File: src/rtl/mbist_march_ctrl.sv
// March C- memory BIST controller.
// Drives a single-port memory with a 1-cycle registered write-data path and a
// 2-cycle read latency. It compares every read against the value the March
// element expects, and reports pass/fail together with the first failing
// address, data and element.
module mbist_march_ctrl #(
  parameter int DATA_WIDTH   = 8,
  parameter int ADDR_WIDTH   = 4,
  parameter int CAPACITY     = 15,
  parameter int STOP_ON_FAIL = 0
) (
  input  logic                  clk,
  input  logic                  rst,
  input  logic                  start,
  output logic                  busy,
  output logic                  done,
  output logic                  fail,
  output logic [ADDR_WIDTH-1:0] fail_addr,
  output logic [DATA_WIDTH-1:0] fail_data,
  output logic [2:0]            fail_elem,
  output logic                  mem_write_read,
  output logic [ADDR_WIDTH-1:0] mem_address,
  output logic [DATA_WIDTH-1:0] mem_wdata,
  input  logic [DATA_WIDTH-1:0] mem_rdata
);

  typedef enum logic [2:0] {IDLE, SETUP, READ, WRITE, DRAIN, DONE} state_t;

  localparam logic [ADDR_WIDTH-1:0] LAST_ADDR = ADDR_WIDTH'(CAPACITY);
  localparam logic [ADDR_WIDTH-1:0] ADDR_ONE  = 1;
  localparam logic [DATA_WIDTH-1:0] ONES      = '1;
  localparam logic [DATA_WIDTH-1:0] ZEROS     = '0;

  // Elements 3 and 4 sweep the addresses downwards; all other elements sweep upwards.
  function automatic logic elem_down(input logic [2:0] e);
    return (e == 3'd3) || (e == 3'd4);
  endfunction

  // Value that each element writes: w1 in E1 and E3, and w0 in every other element.
  function automatic logic [DATA_WIDTH-1:0] write_value(input logic [2:0] e);
    return ((e == 3'd1) || (e == 3'd3)) ? ONES : ZEROS;
  endfunction

  // Value that each element expects to read: r1 in E2 and E4, and r0 in every other element.
  function automatic logic [DATA_WIDTH-1:0] read_value(input logic [2:0] e);
    return ((e == 3'd2) || (e == 3'd4)) ? ONES : ZEROS;
  endfunction

  state_t                  state_q, state_d;
  logic [2:0]              elem_q, elem_d;
  logic [ADDR_WIDTH-1:0]   addr_q, addr_d;
  logic [DATA_WIDTH-1:0]   wdata_q, wdata_d;
  logic                    drain_q, drain_d;
  logic                    fail_q, fail_d;
  logic [ADDR_WIDTH-1:0]   fail_addr_q, fail_addr_d;
  logic [DATA_WIDTH-1:0]   fail_data_q, fail_data_d;
  logic [2:0]              fail_elem_q, fail_elem_d;
  logic                    s1_valid_q, s1_valid_d, s2_valid_q, s2_valid_d;
  logic [DATA_WIDTH-1:0]   s1_exp_q, s1_exp_d, s2_exp_q, s2_exp_d;
  logic [ADDR_WIDTH-1:0]   s1_addr_q, s1_addr_d, s2_addr_q, s2_addr_d;
  logic [2:0]              s1_elem_q, s1_elem_d, s2_elem_q, s2_elem_d;

  logic                    last_addr;
  logic [ADDR_WIDTH-1:0]   addr_step;
  logic [2:0]              next_elem;
  logic                    push;
  logic                    mismatch;
  logic                    abort;
  logic                    accept;

  // Sequence the March elements. The address counter stops at the element
  // boundary and never wraps.
  always_comb begin
    state_d   = state_q;
    elem_d    = elem_q;
    addr_d    = addr_q;
    wdata_d   = wdata_q;
    drain_d   = drain_q;
    push      = 1'b0;
    next_elem = elem_q + 3'd1;
    last_addr = elem_down(elem_q) ? (addr_q == '0) : (addr_q == LAST_ADDR);
    addr_step = elem_down(elem_q) ? (addr_q - ADDR_ONE) : (addr_q + ADDR_ONE);
    mismatch  = s2_valid_q && (mem_rdata != s2_exp_q);
    abort     = (STOP_ON_FAIL != 0) && mismatch && !fail_q;
    accept    = ((state_q == IDLE) || (state_q == DONE)) && start;

    case (state_q)
      IDLE, DONE: begin
        if (start) begin
          state_d = SETUP;
          elem_d  = 3'd0;
          addr_d  = '0;
          wdata_d = write_value(3'd0);
        end
      end
      SETUP: begin
        state_d = (elem_q == 3'd0) ? WRITE : READ;
      end
      READ: begin
        push = 1'b1;
        if (elem_q == 3'd5) begin
          if (last_addr) begin
            state_d = DRAIN;
            drain_d = 1'b0;
          end else begin
            addr_d = addr_step;
          end
        end else begin
          state_d = WRITE;
        end
      end
      WRITE: begin
        if (last_addr) begin
          state_d = SETUP;
          elem_d  = next_elem;
          addr_d  = elem_down(next_elem) ? LAST_ADDR : '0;
          wdata_d = (next_elem == 3'd5) ? wdata_q : write_value(next_elem);
        end else begin
          addr_d  = addr_step;
          state_d = (elem_q == 3'd0) ? WRITE : READ;
        end
      end
      DRAIN: begin
        if (drain_q) state_d = DONE;
        else         drain_d = 1'b1;
      end
      default: state_d = IDLE;
    endcase

    if (abort) state_d = DONE;
  end

  // Two-stage compare pipeline that lines each read up with the memory's
  // 2-cycle read latency. An abort flushes any compares still in flight.
  always_comb begin
    s1_valid_d = push && !abort;
    s1_exp_d   = read_value(elem_q);
    s1_addr_d  = addr_q;
    s1_elem_d  = elem_q;
    s2_valid_d = s1_valid_q && !abort;
    s2_exp_d   = s1_exp_q;
    s2_addr_d  = s1_addr_q;
    s2_elem_d  = s1_elem_q;
  end

  // Capture the first miscompare and keep it until the next accepted start.
  always_comb begin
    fail_d      = fail_q;
    fail_addr_d = fail_addr_q;
    fail_data_d = fail_data_q;
    fail_elem_d = fail_elem_q;
    if (mismatch && !fail_q) begin
      fail_d      = 1'b1;
      fail_addr_d = s2_addr_q;
      fail_data_d = mem_rdata;
      fail_elem_d = s2_elem_q;
    end
    if (accept) begin
      fail_d      = 1'b0;
      fail_addr_d = '0;
      fail_data_d = '0;
      fail_elem_d = '0;
    end
  end

  // State, address, data and compare registers, all with synchronous reset.
  always_ff @(posedge clk) begin
    if (rst) begin
      state_q     <= IDLE;
      elem_q      <= '0;
      addr_q      <= '0;
      wdata_q     <= '0;
      drain_q     <= 1'b0;
      fail_q      <= 1'b0;
      fail_addr_q <= '0;
      fail_data_q <= '0;
      fail_elem_q <= '0;
      s1_valid_q  <= 1'b0;
      s1_exp_q    <= '0;
      s1_addr_q   <= '0;
      s1_elem_q   <= '0;
      s2_valid_q  <= 1'b0;
      s2_exp_q    <= '0;
      s2_addr_q   <= '0;
      s2_elem_q   <= '0;
    end else begin
      state_q     <= state_d;
      elem_q      <= elem_d;
      addr_q      <= addr_d;
      wdata_q     <= wdata_d;
      drain_q     <= drain_d;
      fail_q      <= fail_d;
      fail_addr_q <= fail_addr_d;
      fail_data_q <= fail_data_d;
      fail_elem_q <= fail_elem_d;
      s1_valid_q  <= s1_valid_d;
      s1_exp_q    <= s1_exp_d;
      s1_addr_q   <= s1_addr_d;
      s1_elem_q   <= s1_elem_d;
      s2_valid_q  <= s2_valid_d;
      s2_exp_q    <= s2_exp_d;
      s2_addr_q   <= s2_addr_d;
      s2_elem_q   <= s2_elem_d;
    end
  end

  // Outputs decode the registered state. The write strobe is also masked by
  // rst, so that no write reaches the memory in the cycle that reset is applied.
  always_comb begin
    busy           = (state_q != IDLE) && (state_q != DONE);
    done           = (state_q == DONE);
    fail           = fail_q;
    fail_addr      = fail_addr_q;
    fail_data      = fail_data_q;
    fail_elem      = fail_elem_q;
    mem_write_read = (state_q == WRITE) && !rst;
    mem_address    = addr_q;
    mem_wdata      = wdata_q;
  end

endmodule

File: config.mk
export PLATFORM = sky130hd
export DESIGN_NAME = mbist_march_ctrl
export DESIGN_NICKNAME = d
export VERILOG_FILES = /design/src/rtl/mbist_march_ctrl.sv
export SDC_FILE = /design/constraint.sdc
export NUM_CORES = 1
export LEC_CHECK = 0
export ABC_CLOCK_PERIOD_IN_PS = 7700
export BUFFER_PORTS_ARGS = -buffer_cell sky130_fd_sc_hd__buf_2
export CORE_MARGIN = 2
export CORE_UTILIZATION = 40
export CTS_CLUSTER_DIAMETER = 150
export DETAILED_ROUTE_END_ITERATION = 8
export SLEW_MARGIN = 20
export SYNTH_ARGS = -nofsm -noshare
export SYNTH_HDL_FRONTEND = slang
export SYNTH_SLANG_ARGS = --single-unit
File: constraint.sdc
create_clock -name clk -period 7.7 [get_ports clk]
set_clock_uncertainty 0.1 [all_clocks]
set_input_delay 1.155 -clock clk [delete_from_list [all_inputs] [get_ports clk]]
set_output_delay 1.155 -clock clk [all_outputs]
set_load 0.01 [all_outputs]
=== Yosys cells after proc, flatten, opt, wreduce, memory -nomap -nowiden ===
Index checks and enable logic that the tools add are counted.

* Input port bits: 11
* Output and inout port bits: 31
* Word-level logic and storage cells: 98
* Register bits: 67

* Reduce and logical (&&, ||, !) cells: 26
* Mux-type cells: 28
* $add $sub $neg: 3
* Eq/ne operators: 24

{| class="wikitable"
|+ Operators with widths
! kind !! count
|-
| $mux 8 || 5
|-
| $mux 4 || 6
|-
| $eq 3x3->1 const B || 6
|-
| $mux 3 || 6
|-
| $pmux 8 s2 || 1
|-
| $eq 3x2->1 const B || 5
|-
| $pmux 3 s5 || 1
|-
| $ne 2x2->1 const B || 7
|-
| $pmux 4 s3 || 1
|-
| $reduce_and 3->1 || 3
|-
| $ne 8x8->1 || 1
|-
| $reduce_and 4->1 || 2
|-
| $eq 3x1->1 const B || 2
|-
| $logic_not 3->1 || 2
|-
| $ne 3x3->1 const B || 2
|-
| $pmux 3 s2 || 1
|-
| $reduce_bool 3->1 || 2
|-
| $logic_and 1x1->1 || 5
|-
| $logic_or 1x1->1 || 5
|-
| $mux 1 || 5
|-
| $add 4x1->4 const B || 1
|-
| $eq 4x4->1 const B || 1
|-
| $logic_not 4->1 || 1
|-
| $reduce_bool 2->1 || 2
|-
| other kinds (6) || 8
|}

=== Depth between registers and ports, before layout ===
Gate-level depths: netlist (run 1).

* Depth after elaboration: 7
* Gate-level depth with buffers: 9
* Gate-level depth less buffers: 9

=== Least setup slack after synthesis (run 1) ===
OpenSTA, ideal clock, no wires.

* Path kind: input to register
* Start point: in mem_rdata[1]
* End point: reg fail_addr_q[1] (netlist: fail_addr[1])
* Arrival time: 2.509 ns
* Data required time: 7.472 ns
* Stages: 6
* Setup time: 0.128 ns
* Buffers on the path: 1
* Slack: 4.963 ns
* Path through: or4_1 nor4_1 nor3_2 buf_2 mux2i_1 nor2_1

* Word-level cells in the longest chain between the ends: 3

{| class="wikitable"
|+ RTL lines
! item !! RTL line !! text
|-
| start, declared || 24 || <nowiki>input logic [DATA_WIDTH-1:0] mem_rdata</nowiki>
|-
| $ne 8x8->1 || 83 || <nowiki>mismatch = s2_valid_q && (mem_rdata != s2_exp_q);</nowiki>
|-
| $logic_and 1x1->1 || 83 ||
|-
| $logic_and 1x1->1 || 152 || <nowiki>if (mismatch && !fail_q) begin</nowiki>
|-
| end signal, assigned || 193 || <nowiki>fail_addr_q <= fail_addr_d;</nowiki>
|-
| end, declared || 55 || <nowiki>logic [ADDR_WIDTH-1:0] fail_addr_q, fail_addr_d;</nowiki>
|}

Every way passes these cells.
A chain may end at the register's enable or synchronous reset.

=== Worst setup path after layout (run 1) ===
* Start point: in rst
* End point: out mem_write_read

* Word-level cells in the longest chain between the ends: 2

{| class="wikitable"
|+ RTL lines
! item !! RTL line !! text
|-
| start, declared || 13 || <nowiki>input logic rst,</nowiki>
|-
| $logic_not 1->1 || 216 || <nowiki>mem_write_read = (state_q == WRITE) && !rst;</nowiki>
|-
| $logic_and 1x1->1 || 216 ||
|-
| end, declared || 21 || <nowiki>output logic mem_write_read,</nowiki>
|}

Every way passes these cells.

==> flow_metrics.env, run 1 <==
export IMPL_status="complete, no violations"
export IMPL_hpwlAfterDp_um=3030
export IMPL_grt_overflow=0
export IMPL_worstMarginPinSlew_ns=0.734
export IMPL_irDropWorstVdd_uv=148
export IMPL_drc=0
export IMPL_yosysSeqAreaShare_pct=41.8
export IMPL_cts_sinks=46
export IMPL_clk_latency_ns=0.29
export IMPL_final_hold_viol_count=0
export IMPL_rsz0062_at_grt="false"
export IMPL_drtPass1Iterations=4
export IMPL_synth_top_area_share_pct=41.8
export IMPL_cts_buffers=5
export IMPL_synth_async_reset_ratio_pct=0
export IMPL_ys_ff_latch=46
export IMPL_place_ws_ns=4.48
export IMPL_critPathKind="input port to output port"
export IMPL_synth_edf_count=0
export IMPL_setup_violations=0
export IMPL_postCtsHoldBufs=0
export IMPL_cp_start_kind="input port"
export IMPL_wl_per_cell_um=12.1
export IMPL_io_buffer_count=41
export IMPL_cts_clk_slew_worst_paths_ns=0.09
export IMPL_finalWorstSetupSlack_ns=4.50
export IMPL_antenna_found_initial=0
export IMPL_clockBufferDepth=2
export IMPL_worstHoldPathType="register to register"
export IMPL_crit_fanout=32
export IMPL_root_buffer="clkbuf_8"
export IMPL_die_height_um=78.2
export IMPL_power_uw=534
export IMPL_yosys_cell_types_count=52
export IMPL_ys_warn_count=0
export IMPL_gp_congestion=0.861
export IMPL_synth_area_sq_um=2200
export IMPL_grt_total_usage_pct=14.5
export IMPL_num_antenna_cells=0
export IMPL_coreArea_sq_um=5410
export IMPL_die_area_sq_um=6110
export IMPL_viasPerCell=4.89
export IMPL_drive_gt1_share_pct=22.4
export IMPL_grt_pass1_vias=1580
export IMPL_io_pins=42
export IMPL_postRouteWirelength_um=4230
export IMPL_area_growth_pct=13.2
export IMPL_period_share_pct=41.6
export IMPL_cp_arrival_ns=1.95
export IMPL_min_period_ns=3.20
export IMPL_rows=27
export IMPL_avgSynthCellArea_sq_um=9.06
export IMPL_synth_top_flop_cell="dfxtp_1"
export IMPL_drtIter0Drc=63
export IMPL_yosys_area_top_type="dfxtp_1"
export IMPL_p_leak_nw=1.00
export IMPL_h_tree_depth=2
export IMPL_initial_core_util_pct=40.7
export IMPL_grt_pass1_wl_um=7190
export IMPL_cts_setup_buffers=0
export IMPL_synthCells=243
export IMPL_postRouteAntennaNets=0
export IMPL_power_density_nw_per_um2=214
export IMPL_cts_tree="done"
export IMPL_via_count=1706
export IMPL_reg2regPathDepth=9
export IMPL_cp_end_kind="output port"
export IMPL_fin_setup_tns_ns=0
export IMPL_ctsResizeCount=0
export IMPL_grt_max_degree=33
export IMPL_layout_nets=295
export IMPL_stdcell_count=349
export IMPL_synth_area_leaders="dfxtp_1 42%, mux2i_1 7.7%, nor2_1 5.5%"
export IMPL_max_freq_mhz=312
export IMPL_maxCapViolCount=0
export IMPL_cp_required_ns=6.44
export IMPL_drv_slew=0
export IMPL_slew_headroom_pct=50.8
export IMPL_die_w_um=78.2
export IMPL_synth_fp_nets=262
export IMPL_dpl_cell_count=341
export IMPL_hold_depth=1
==> synth_stat cells (4+ instances only) <==
library cell and count:
or3_1 4, nor2b_1 11, mux2i_1 17, nor3_1 7, buf_4 9, nand2b_1 6
nand3_1 4, a21oi_1 15, inv_1 13, nor2_1 32, ha_1 7, dfxtp_1 46
clkbuf_1 4, nand2_1 15, o21ai_0 8
==> flip-flops by register name, summed over array words and instances (netlist names) <==
signal       count
fail_data        8
fail_addr        4
mem_address      4
s1_addr_q        4
s2_addr_q        4
elem_q           3
fail_elem        3
s1_elem_q        3
s2_elem_q        3
state_q          3
drain_q          1
fail             1
mem_wdata        1
s1_exp_q         1
s1_valid_q       1
s2_exp_q         1
s2_valid_q       1
==> cell families (layout without fill, tap and decap cells) <==
family / count (synthesis) / after routing / share of synthesized area, %
AO/OA/AOI/OAI: 43 / 43 / 13.2
XOR/XNOR: 2 / 2 / 0.796
adder cells (fa/ha/maj): 8 / 8 / 4.89
buffers and inverters: 29 / 63 / 6.94
flip-flops: 46 / 46 / 41.8
multiplexers: 20 / 20 / 9.95
AND/OR/NAND/NOR: 95 / 95 / 22.4
==> critical path: stages <==
cell and delay (ns):
buf_2 0.46, nor2_1 0.16, buf_2 0.17
==> per-stage QoR <==
stage | util, % | hold WS (ns) | cell area (sq um)
3_5_place_dp | 44.4 | 0.320 | 2400
4_1_cts | 46.1 | 0.343 | 2490
2_1_floorplan | - | 0.314 | 2200
3_3_place_gp | 44.4 | 0.319 | 2400
5_1_grt | 46.1 | 0.362 | 2490
6_report | 46.1 | 0.341 | 2490
==> worst paths after layout <==
kind / from / endpoint / slack (ns)
worst max-delay path: rst / mem_write_read / 4.50
worst max register to register: elem_q[0] / mem_address[3] / 4.75
worst min-delay path: s1_addr_q[1] / s2_addr_q[1] / 0.34
worst min register to register: s1_addr_q[1] / s2_addr_q[1] / 0.34
==> cells in the final DEF, fill, tap and decap left out, types with 2 or more instances in the layout <==
cell type   Yosys  layout
nand3_1         4       4
nand4_1         2       2
mux2i_1        17      17
a21oi_1        15      15
nand2b_1        6       6
inv_1          13      13
dfxtp_1        46      46
nor3_1          7       7
xnor2_1         2       2
or4_1           2       2
o211ai_1        2       2
o21ai_0         8       8
clkbuf_8        0       5
or3_1           4       4
nand2_1        15      15
nor2b_1        11      11
nor2_1         32      32
buf_2           2      41
clkinvlp_4      0       2
a211oi_1        2       2
o221ai_1        2       2
a221oi_1        2       2
ha_1            7       7
==> cell type report <==
| class | instances | area (sq um) |
|---|---|---|
| clock buffers | 5 | 68.8 |
| clock inverters | 3 | 23.8 |
| fillers | 533 | 2910 |
| inverters | 13 | 48.8 |
| multi-input cells | 168 | 1130 |
| flip-flops and latches | 46 | 921 |
| well taps | 72 | 90.1 |
| repair buffers | 42 | 213 |
==> report_power, final <==
part	total [mW]	leakage (nW)	switching, mW	internal [mW]
clock	0.151	0.0408	0.0861	0.0650
combinational	0.114	0.588	0.0639	0.0499
sequential	0.269	0.372	0.0194	0.250
total	0.534	1.00	0.169	0.365
==> per-layer routing <==
metal  share of wire [%]  GRT usage, %  wire, um
met1                  47          18.0      2000
met2                  47          24.2      1970
met3                 4.7          3.56       201
met4                 1.3          5.44        56
met5                   0             0         0
No activity file was read; power rests on OpenSTA's default activity.
==> run 2, diff against run 1 <==
--- a/config.mk
+++ b/config.mk
@@ -5,7 +5,7 @@
 export SDC_FILE = /design/constraint.sdc
 export NUM_CORES = 1
 export LEC_CHECK = 0
-export ABC_CLOCK_PERIOD_IN_PS = 7700
+export ABC_CLOCK_PERIOD_IN_PS = 2900
 export BUFFER_PORTS_ARGS = -buffer_cell sky130_fd_sc_hd__buf_2
 export CORE_MARGIN = 2
 export CORE_UTILIZATION = 40
==> constraint.sdc (replaced) <==
create_clock -name clk -period 2.9 [get_ports clk]
set_clock_uncertainty 0.1 [all_clocks]
set_input_delay 0.435 -clock clk [delete_from_list [all_inputs] [get_ports clk]]
set_output_delay 0.435 -clock clk [all_outputs]
set_load 0.01 [all_outputs]
==> flow_metrics.env, run 2 (synthesis results as in run 1) <==
export IMPL_drc=0
export IMPL_grt_pass1_vias=1614
export IMPL_initial_core_util_pct=40.7
export IMPL_area_growth_pct=14.3
export IMPL_rows=27
export IMPL_period_share_pct=93.3
export IMPL_h_tree_depth=2
export IMPL_largest_reg_flops=8
export IMPL_crit_fanout=6
export IMPL_p_comb_share_pct=21.7
export IMPL_dpl_cell_count=344
export IMPL_cts_clk_slew_worst_paths_ns=0.09
export IMPL_maxCapViolCount=0
export IMPL_via_count=1752
export IMPL_cp_arrival_ns=2.80
export IMPL_postRouteWirelength_um=4310
export IMPL_worstHoldPathType="input port to register"
export IMPL_r2r_slack_ns=0.20
export IMPL_power_mw=1.42
export IMPL_register_area_sq_um=922
export IMPL_postRouteAntennaNets=0
export IMPL_drv_slew=0
export IMPL_min_period_ns=2.70
export IMPL_cts_sinks=46
export IMPL_io_pins=42
export IMPL_cp_required_ns=2.99
export IMPL_root_buffer="clkbuf_8"
export IMPL_crit_end="mem_address[3]"
export IMPL_grt_pass1_wl_um=7350
export IMPL_critPathLaunch="elem_q[0]"
export IMPL_r2r_start="elem_q[0]"
export IMPL_grt_max_degree=23
export IMPL_cp_end_kind="register"
export IMPL_status="complete, no violations"
export IMPL_holdWs_ns=0.306
export IMPL_internal_power_uw=971
export IMPL_mostFrequentLayoutCell="dfxtp_1"
export IMPL_gp_congestion=0.819
export IMPL_die_w_um=78.2
export IMPL_reg2regPathDepth=9
export IMPL_share_seq_of_total_power_pct=50.5
export IMPL_clk_latency_ns=0.29
export IMPL_p_clk_share_pct=27.8
export IMPL_clockBufferDepth=2
export IMPL_cp_start_kind="register"
export IMPL_layout_nets=298
export IMPL_fill_cells=539
export IMPL_coreArea_sq_um=5410
export IMPL_die_area_sq_um=6110
export IMPL_cts_tree="done"
export IMPL_place_ws_ns=0.129
export IMPL_viasPerCell=4.98
export IMPL_worstMarginPinSlew_ns=0.768
export IMPL_fin_area_sq_um=2520
export IMPL_wl_per_cell_um=12.3
export IMPL_irDropWorstVdd_uv=287
export IMPL_switching_power_uw=446
export IMPL_antenna_found_initial=0
export IMPL_postCtsHoldBufs=0
export IMPL_place_area_sq_um=2420
export IMPL_final_hold_viol_count=0
export IMPL_fin_setup_tns_ns=0
export IMPL_drive_gt1_share_pct=23.6
export IMPL_multi_input_area_sq_um=1130
export IMPL_cts_setup_buffers=0
export IMPL_drtIter0Drc=63
export IMPL_io_buffer_count=41
export IMPL_mostFrequentLayoutCells="45 x dfxtp_1, 41 x buf_2, 32 x nor2_1"
export IMPL_power_density_nw_per_um2=563
export IMPL_cts_buffers=5
export IMPL_stdcell_count=352
export IMPL_slew_headroom_pct=48.5
export IMPL_reg2reg_to="mem_address[3]"
export IMPL_grt_total_usage_pct=14.8
export IMPL_grt_overflow=0
export IMPL_die_height_um=78.2
export IMPL_rsz0062_at_grt="false"
export IMPL_final_util_pct=46.6
export IMPL_switching_share_pct=31.5
export IMPL_p_leak_nw=1.02
export IMPL_drtPass1Iterations=4
export IMPL_hpwlAfterDp_um=3130
export IMPL_finalWorstSetupSlack_ns=0.196
export IMPL_max_freq_mhz=370
export IMPL_critPathKind="register to register"
export IMPL_num_antenna_cells=0
export IMPL_setup_violations=0
==> run 2: cell type report <==
| type | instances | area share (%) |
|---|---|---|
| Sequential cell | 46 | 36.6 |
| Timing Repair Buffer | 45 | 9.35 |
| Multi-Input combinational cell | 168 | 44.8 |
| Tap cell | 72 | 3.58 |
| Inverter | 13 | 1.94 |
| Clock buffer | 5 | 2.73 |
| Clock inverter | 3 | 0.945 |
==> run 2: worst max-delay path, stage by stage (launching register included) <==
cell and delay (ns):
dfxtp_2 0.39, inv_1 0.10, ha_1 0.22, mux2_4 0.31, ha_1 0.33, a21oi_1 0.18
a21oi_1 0.14, o211ai_1 0.17, or3b_1 0.35, a211o_1 0.29
==> run 2: worst min path at each step <==
stage	cells after the start	slack (ns)	endpoint	start
2_1_floorplan	1	0.31	s2_addr_q[0]	s1_addr_q[0]
4_1_cts	3	0.30	fail_data[5]	mem_rdata[5]
3_5_place_dp	1	0.32	s2_exp_q[6]	s1_exp_q[6]
5_1_grt	3	0.29	fail_data[5]	mem_rdata[5]
6_report	3	0.31	fail_data[5]	mem_rdata[5]
3_3_place_gp	1	0.32	s2_valid_q	s1_valid_q
==> run 2: power groups by stage <==
stage	clock network (mW)	logic, mW	registers (mW)
CTS	0.414	0.310	0.715
detailed placement	0	0.305	0.729
finish	0.394	0.308	0.715
floorplan	0	0.252	0.706
global placement	0	0.307	0.730
global route	0.442	0.345	0.723
==> run 2: timing repair <==
action                                 4_1_cts  5_1_grt
endpoints found under the hold margin        0        0
gates resized for setup                      0        1
setup endpoints to repair                    0        1
==> run 2: layer usage <==
layer	vias up	share of wire (%)	global-route usage, %
li1	911	-	-
met1	795	46	19.0
met2	42	47	24.7
met3	4	6.3	4.14
met4	0	0.88	3.86
met5	-	0	0
